**src/rtl/reset_sequencer.sv**
```systemverilog
// reset_sequencer
//
// Chip-level reset release sequencer, clocked from the always-on housekeeping
// clock. Qualifies the POR-good and pad-reset inputs through synchronizers and
// a clean-time filter, then releases the housekeeping, core and user-project
// domains in a fixed staggered order. Soft-reset and watchdog requests in RUN
// re-reset only core and user; housekeeping stays released. The cause of the
// most recent reset is held for firmware.
//
// Ports
//   clock         housekeeping clock
//   reset         asynchronous active-high reset (from the POR cell)
//   porb_l        POR good, active-high, asynchronous to clock
//   ext_resetn    pad reset, active-low, asynchronous to clock
//   soft_rst_req  single-cycle soft-reset request (clock domain)
//   wdt_expire    single-cycle watchdog expiry pulse (clock domain)
//   rst_hk_n      housekeeping domain reset, active-low
//   rst_core_n    CPU core domain reset, active-low
//   rst_user_n    user-project domain reset, active-low
//   rst_cause     last reset cause: 0 POR, 1 pad, 2 soft, 3 watchdog
//   seq_busy      high whenever the sequencer is not in RUN
module reset_sequencer #(
    parameter int SYNC_STAGES = 2,
    parameter int FILT_CYCLES = 16,
    parameter int STAGE_GAP   = 8,
    parameter int SOFT_HOLD   = 32
) (
    input  logic       clock,
    input  logic       reset,
    input  logic       porb_l,
    input  logic       ext_resetn,
    input  logic       soft_rst_req,
    input  logic       wdt_expire,
    output logic       rst_hk_n,
    output logic       rst_core_n,
    output logic       rst_user_n,
    output logic [1:0] rst_cause,
    output logic       seq_busy
);

    localparam int MAX_AB  = (FILT_CYCLES > STAGE_GAP) ? FILT_CYCLES : STAGE_GAP;
    localparam int MAX_CNT = (MAX_AB > SOFT_HOLD) ? MAX_AB : SOFT_HOLD;
    localparam int CNT_W   = $clog2(MAX_CNT + 1);

    localparam logic [CNT_W-1:0] FILT_LAST = CNT_W'(FILT_CYCLES - 1);
    localparam logic [CNT_W-1:0] GAP_LAST  = CNT_W'(STAGE_GAP - 1);
    localparam logic [CNT_W-1:0] HOLD_LAST = CNT_W'(SOFT_HOLD - 1);

    typedef enum logic [2:0] {
        ST_ASSERT,
        ST_FILTER,
        ST_REL_HK,
        ST_REL_CORE,
        ST_REL_USER,
        ST_RUN,
        ST_SOFT
    } state_t;

    state_t                 state;
    logic [CNT_W-1:0]       cnt;
    logic [SYNC_STAGES-1:0] por_sync;
    logic [SYNC_STAGES-1:0] pad_sync;
    logic                   por_ok;
    logic                   pad_ok;
    logic                   hard_bad;
    logic                   soft_req_p0;
    logic                   wdt_req_p0;

    // Synchronizers reset to 0 so both inputs read as "bad" until proven good.
    always_ff @(posedge clock or posedge reset) begin
        if (reset) begin
            por_sync <= '0;
            pad_sync <= '0;
        end else begin
            por_sync <= {por_sync[SYNC_STAGES-2:0], porb_l};
            pad_sync <= {pad_sync[SYNC_STAGES-2:0], ext_resetn};
        end
    end

    assign por_ok   = por_sync[SYNC_STAGES-1];
    assign pad_ok   = pad_sync[SYNC_STAGES-1];
    assign hard_bad = !por_ok || !pad_ok;

    always_ff @(posedge clock or posedge reset) begin
        if (reset) begin
            state       <= ST_ASSERT;
            cnt         <= '0;
            rst_hk_n    <= 1'b0;
            rst_core_n  <= 1'b0;
            rst_user_n  <= 1'b0;
            rst_cause   <= 2'd0;
            seq_busy    <= 1'b1;
            soft_req_p0 <= 1'b0;
            wdt_req_p0  <= 1'b0;
        end else begin
            // Requests are captured only while in RUN, so anything raised
            // during a sequence is dropped rather than queued.
            soft_req_p0 <= soft_rst_req && (state == ST_RUN);
            wdt_req_p0  <= wdt_expire && (state == ST_RUN);

            if (state != ST_ASSERT && hard_bad) begin
                state      <= ST_ASSERT;
                cnt        <= '0;
                rst_hk_n   <= 1'b0;
                rst_core_n <= 1'b0;
                rst_user_n <= 1'b0;
                seq_busy   <= 1'b1;
                rst_cause  <= por_ok ? 2'd1 : 2'd0;
            end else begin
                case (state)
                    ST_ASSERT: begin
                        state <= ST_FILTER;
                        cnt   <= '0;
                    end
                    ST_FILTER: begin
                        if (cnt == FILT_LAST) begin
                            state    <= ST_REL_HK;
                            cnt      <= '0;
                            rst_hk_n <= 1'b1;
                        end else begin
                            cnt <= cnt + 1'b1;
                        end
                    end
                    ST_REL_HK: begin
                        if (cnt == GAP_LAST) begin
                            state      <= ST_REL_CORE;
                            cnt        <= '0;
                            rst_core_n <= 1'b1;
                        end else begin
                            cnt <= cnt + 1'b1;
                        end
                    end
                    ST_REL_CORE: begin
                        if (cnt == GAP_LAST) begin
                            state      <= ST_REL_USER;
                            cnt        <= '0;
                            rst_user_n <= 1'b1;
                        end else begin
                            cnt <= cnt + 1'b1;
                        end
                    end
                    ST_REL_USER: begin
                        state    <= ST_RUN;
                        seq_busy <= 1'b0;
                    end
                    ST_RUN: begin
                        // Watchdog outranks a simultaneous soft request.
                        if (wdt_req_p0 || soft_req_p0) begin
                            state      <= ST_SOFT;
                            cnt        <= '0;
                            rst_core_n <= 1'b0;
                            rst_user_n <= 1'b0;
                            seq_busy   <= 1'b1;
                            rst_cause  <= wdt_req_p0 ? 2'd3 : 2'd2;
                        end
                    end
                    ST_SOFT: begin
                        // Housekeeping stays released; resume at the core stage.
                        if (cnt == HOLD_LAST) begin
                            state      <= ST_REL_CORE;
                            cnt        <= '0;
                            rst_core_n <= 1'b1;
                        end else begin
                            cnt <= cnt + 1'b1;
                        end
                    end
                    default: begin
                        state      <= ST_ASSERT;
                        cnt        <= '0;
                        rst_hk_n   <= 1'b0;
                        rst_core_n <= 1'b0;
                        rst_user_n <= 1'b0;
                        seq_busy   <= 1'b1;
                    end
                endcase
            end
        end
    end

endmodule

```
**config.mk**
```make
export PLATFORM = sky130hd
export DESIGN_NAME = reset_sequencer
export DESIGN_NICKNAME = d
export VERILOG_FILES = /design/src/rtl/reset_sequencer.sv
export SDC_FILE = /design/constraint.sdc
export NUM_CORES = 1
export LEC_CHECK = 0
export ABC_AREA = 1
export ABC_CLOCK_PERIOD_IN_PS = 1800
export BUFFER_PORTS_ARGS = -buffer_cell sky130_fd_sc_hd__buf_2
export CORE_MARGIN = 1
export CORE_UTILIZATION = 29
export DETAILED_ROUTE_END_ITERATION = 6
export PLACE_DENSITY = 0.56
export SLEW_MARGIN = 20
export SYNTH_ARGS = -nofsm -noshare
export SYNTH_HDL_FRONTEND = slang
export SYNTH_SLANG_ARGS = --single-unit
```
**constraint.sdc**
```tcl
create_clock -name clock -period 1.8 [get_ports clock]
set_clock_uncertainty 0.2 [all_clocks]
set_input_delay 0.18 -clock clock [delete_from_list [all_inputs] [get_ports clock]]
set_output_delay 0.18 -clock clock [all_outputs]
set_load 0.02 [all_outputs]
```
==> impl_summary.log <==
[metrics] result of the run: complete, no violations
[metrics] post-detailed-route wirelength per cell: 10.6 um
[metrics] RePlAce Congestion: 0.873
[metrics] setup violation total in the final timing report: 0
[metrics] worst-case reg-to-reg path depth: 8
[metrics] fin area: 1460 um^2
[metrics] final hold violation count: 0
[metrics] number of antenna diodes: 0
[metrics] buffers and inverters on the worst path: 1
[metrics] detailed-placement wirelength estimate: 1900 um
[metrics] slack of the worst reg-to-reg path: between 0.15 and 0.2 ns
[metrics] Fillers: 428
[metrics] largest net degree at the start of global routing: 22
[metrics] starting density of the core: 0.304
[metrics] share of synthesized registers carrying an async set or reset: 1.00
[metrics] ranking of synthesized cells by instance count: 46 x sky130_fd_sc_hd__nand2_1, 22 x sky130_fd_sc_hd__nand3_1, 20 x sky130_fd_sc_hd__dfrtp_1, 18 x sky130_fd_sc_hd__inv_1, 18 x sky130_fd_sc_hd__nor2_1
[metrics] count of distinct cell types in the synthesized netlist: 24
[metrics] CTS tree: done
[metrics] area used by multi-input combinational logic: 584 um^2
[metrics] critical-path cell list: nor2_1 -> nand2_1 -> nand2_2 -> nand3_4 -> nand2_1 -> inv_2 -> nand3_1 -> nand2_1
[metrics] r2r endpoint: state[2]
[metrics] Worst path top cell family by delay: simple AND/OR/NAND/NOR gates
[metrics] clock latency of the later-clocked register in the worst-skew pair: 0.27 ns
[metrics] core utilization of the finished layout: 0.366
[metrics] portion of netlist area occupied by mux cells: 0
[metrics] most used flip-flop cell after synthesis: sky130_fd_sc_hd__dfrtp_1
[metrics] overflow left after global routing: 0
[metrics] compound-gate portion of the synthesized area: 0.0823
[metrics] dominant cell type by count on the critical path: sky130_fd_sc_hd__nand2_1
[metrics] worst-case clock buffer depth: 2
[metrics] combinational family with the most area after synthesis: simple AND/OR/NAND/NOR gates
[metrics] number of nets in the finished design: 196
[metrics] relative area change from synthesis to final layout: 20.4%
[metrics] main area contributors after synthesis: sky130_fd_sc_hd__dfrtp_1 41%, sky130_fd_sc_hd__nand2_1 14%, sky130_fd_sc_hd__nand3_1 9.1%
[metrics] FF-to-FF Start: state[1]
[metrics] xor-xnor portion of the synthesized cell area: 0.00720
[metrics] clock period minus final worst setup slack: roughly 1.6 ns
[metrics] most instantiated library cell after synthesis: sky130_fd_sc_hd__nand2_1
[metrics] setup_tns: 0 ns
[metrics] part of the Yosys area used for sequential elements: 0.433
[metrics] cell type with the largest total area after synthesis: sky130_fd_sc_hd__dfrtp_1
[metrics] total clock sinks: 21
[metrics] # port buffers: 11
[metrics] startpoint-to-endpoint class of the critical path: flop to flop
[metrics] portion of the clock cycle consumed by the worst path in the final layout: 0.902
[metrics] highest clock frequency the design can meet: 0.616 GHz
[metrics] placeable core area: approximately 4000 um^2
[metrics] max incr delay on CP: ~0.47 ns
[metrics] CP max FO: 9
[metrics] FF+latch count, synth: 21
[metrics] number of max-cap violations: 0
[metrics] RSZ-0062 raised after global routing: false
[metrics] H-tree levels: 1
[metrics] number of pins with negative max-slew slack in the final report: 0
[metrics] post-synthesis net count: 170
[metrics] pwr/cell area: 1350 nW/um^2
[metrics] crit path max-delay cell type: sky130_fd_sc_hd__dfrtp_1
[metrics] required arrival time at the worst endpoint: 1.76 ns
[metrics] Worst Setup Start Kind: flop
[metrics] 1st-pass router iterations: 5
[metrics] Synth Area in Simple Gates: 0.374
[metrics] fraction of final layout cells sized beyond drive strength 1: 0.218
[metrics] Sequential cell area: about 530 um^2
[metrics] worst relative slew slack: 0.755
[metrics] starting DRC count in detailed routing: 28
[metrics] area share of fa/ha/maj cells after synthesis: 0.0103
[metrics] Num CTS Buffers: 3
[metrics] Static Leak: 0.755 nW
[metrics] portion of synthesized cell area occupied by the leading cell type: 0.412
[metrics] vias after detailed routing: between 1,000 and 1,500
[metrics] Mapped Area: 1220 um^2
[metrics] Yosys warning count: 0
[metrics] wire length after detailed routing: approximately 2500 um
[metrics] Die X-Extent: 66.8 um
[metrics] Data arrival, critical path: 1.58 ns
[metrics] floorplan row count: 23
[metrics] CTS root buffer: sky130_fd_sc_hd__clkbuf_8
[metrics] endpoint of the most critical setup path: state[2]
[metrics] number of global-route vias before repair: 1,025
[metrics] Worst IR Drop VDD: ~0.00048 V
[metrics] average instance area after synthesis: 7.46 um^2
[metrics] Min-Delay Path Class: flop to flop
[metrics] Final ANT Viol Nets: 0
[metrics] worst-margin pin slew: 0.368 ns
[metrics] ports placed on the boundary: 12
[metrics] crit path from: state[1]
[metrics] placed cell area: 1350 um^2
[metrics] vias per cell: 4.52
[metrics] GRT Resource Usage Total: 0.136
[metrics] CP Capture Type: flop
[metrics] global-route wire length before repair: 4510 um
[metrics] Syn Inst Count: 163
[metrics] die area: 4460 um^2
[metrics] die extent in y: 66.8 um
[metrics] antenna violations before repair: 0
[metrics] number of logic stages on the critical path including buffering: 8
[metrics] number of DRC violations after detailed routing: 0
[metrics] EDFF count, synth: 0
[metrics] clock-pin slew of the registers on the worst-case setup and hold paths: 0.08 ns
sequential cells by signal, summed over array words and instances, names as in the netlist:
name and count:
cnt 6, pad_sync 2, por_sync 2, rst_cause 2, rst_core_n 1, rst_hk_n 1, rst_user_n 1, seq_busy 1
soft_req_p0 1, state 3, wdt_req_p0 1
cell usage in the layout, fill, tap and decap left out:
cell type	n
sky130_fd_sc_hd__nand2_1	44
sky130_fd_sc_hd__nand3_1	22
sky130_fd_sc_hd__dfrtp_1	19
sky130_fd_sc_hd__nor2_1	18
sky130_fd_sc_hd__inv_1	18
sky130_fd_sc_hd__buf_2	11
sky130_fd_sc_hd__buf_4	8
sky130_fd_sc_hd__o21ai_0	6
sky130_fd_sc_hd__nand2_2	5
sky130_fd_sc_hd__dlygate4sd3_1	5
sky130_fd_sc_hd__a21oi_1	4
sky130_fd_sc_hd__o21ai_1	4
sky130_fd_sc_hd__inv_2	3
sky130_fd_sc_hd__clkbuf_8	3
sky130_fd_sc_hd__nor2_2	2
sky130_fd_sc_hd__nand4_1	2
sky130_fd_sc_hd__nor2_4	2
sky130_fd_sc_hd__nand3_4	1
sky130_fd_sc_hd__nand2_4	1
sky130_fd_sc_hd__nand3_2	1
sky130_fd_sc_hd__o21ai_2	1
sky130_fd_sc_hd__o21a_1	1
sky130_fd_sc_hd__o211ai_1	1
sky130_fd_sc_hd__a31oi_1	1
sky130_fd_sc_hd__xor2_1	1
sky130_fd_sc_hd__ha_2	1
sky130_fd_sc_hd__clkbuf_1	1
sky130_fd_sc_hd__dfstp_2	1
sky130_fd_sc_hd__dfrtp_2	1
what timing repair did:
action,in CTS,in global routing
hold endpoints to repair,24,0
hold buffers,5,0
endpoints found under the setup margin,0,7
gates resized for setup,0,4
setup buffers,0,2
layout make-up:
cell class                      instances  area share
Multi-Input combinational cell        118       0.399
Sequential cell                        21       0.361
Timing Repair Buffer                   24       0.113
Inverter                               21      0.0538
Tap cell                               50      0.0427
Clock buffer                            4      0.0308
worst min path at each step:
stage	from	to	cells past startpoint
after CTS	por_sync[0]	por_sync[1]	0
after global placement	reset	pad_sync[0]	3
after floorplan	reset	cnt[0]	1
final	por_sync[0]	por_sync[1]	0
after global routing	por_sync[0]	por_sync[1]	0
after detailed placement	reset	pad_sync[0]	3
cell families (layout without fill, tap and decap cells):
group	after synthesis	in the layout
xor gates and xnor gates	1	1
buffers and inverters	24	49
adders and majority gates	1	1
and+or+nand+nor	98	98
AOI/OAI and AO/OA	18	18
DFF	21	21
layer usage:
layer	vias to the layer above	global-route usage	routed length, um
li1	569	-	-
met1	482	0.174	1240
met2	20	0.220	1130
met3	5	0.0360	116
met4	0	0.0479	40
met5	-	0	0
metrics by stage:
stage | instances | setup WS [ns] | total power [mW] | hold WS [ns]
finish | 238 | 0.176 | 1.97 | 0.152
global route | 238 | 0.0188 | 2.18 | 0.157
CTS | 236 | 0.0880 | 1.99 | 0.154
detailed placement | 227 | 0.102 | 1.66 | 0.0308
global placement | 227 | 0.121 | 1.66 | 0.0256
floorplan | 163 | 0.243 | 1.43 | -0.0442
report_power, final:
part / internal [mW] / switching [mW] / total [mW] / leakage (nW)
registers: 0.595 / 0.0918 / 0.687 / 0.269
logic: 0.364 / 0.607 / 0.971 / 0.463
clock network: 0.158 / 0.156 / 0.314 / 0.0228
Note: power is estimated with default switching activity, not from simulation.
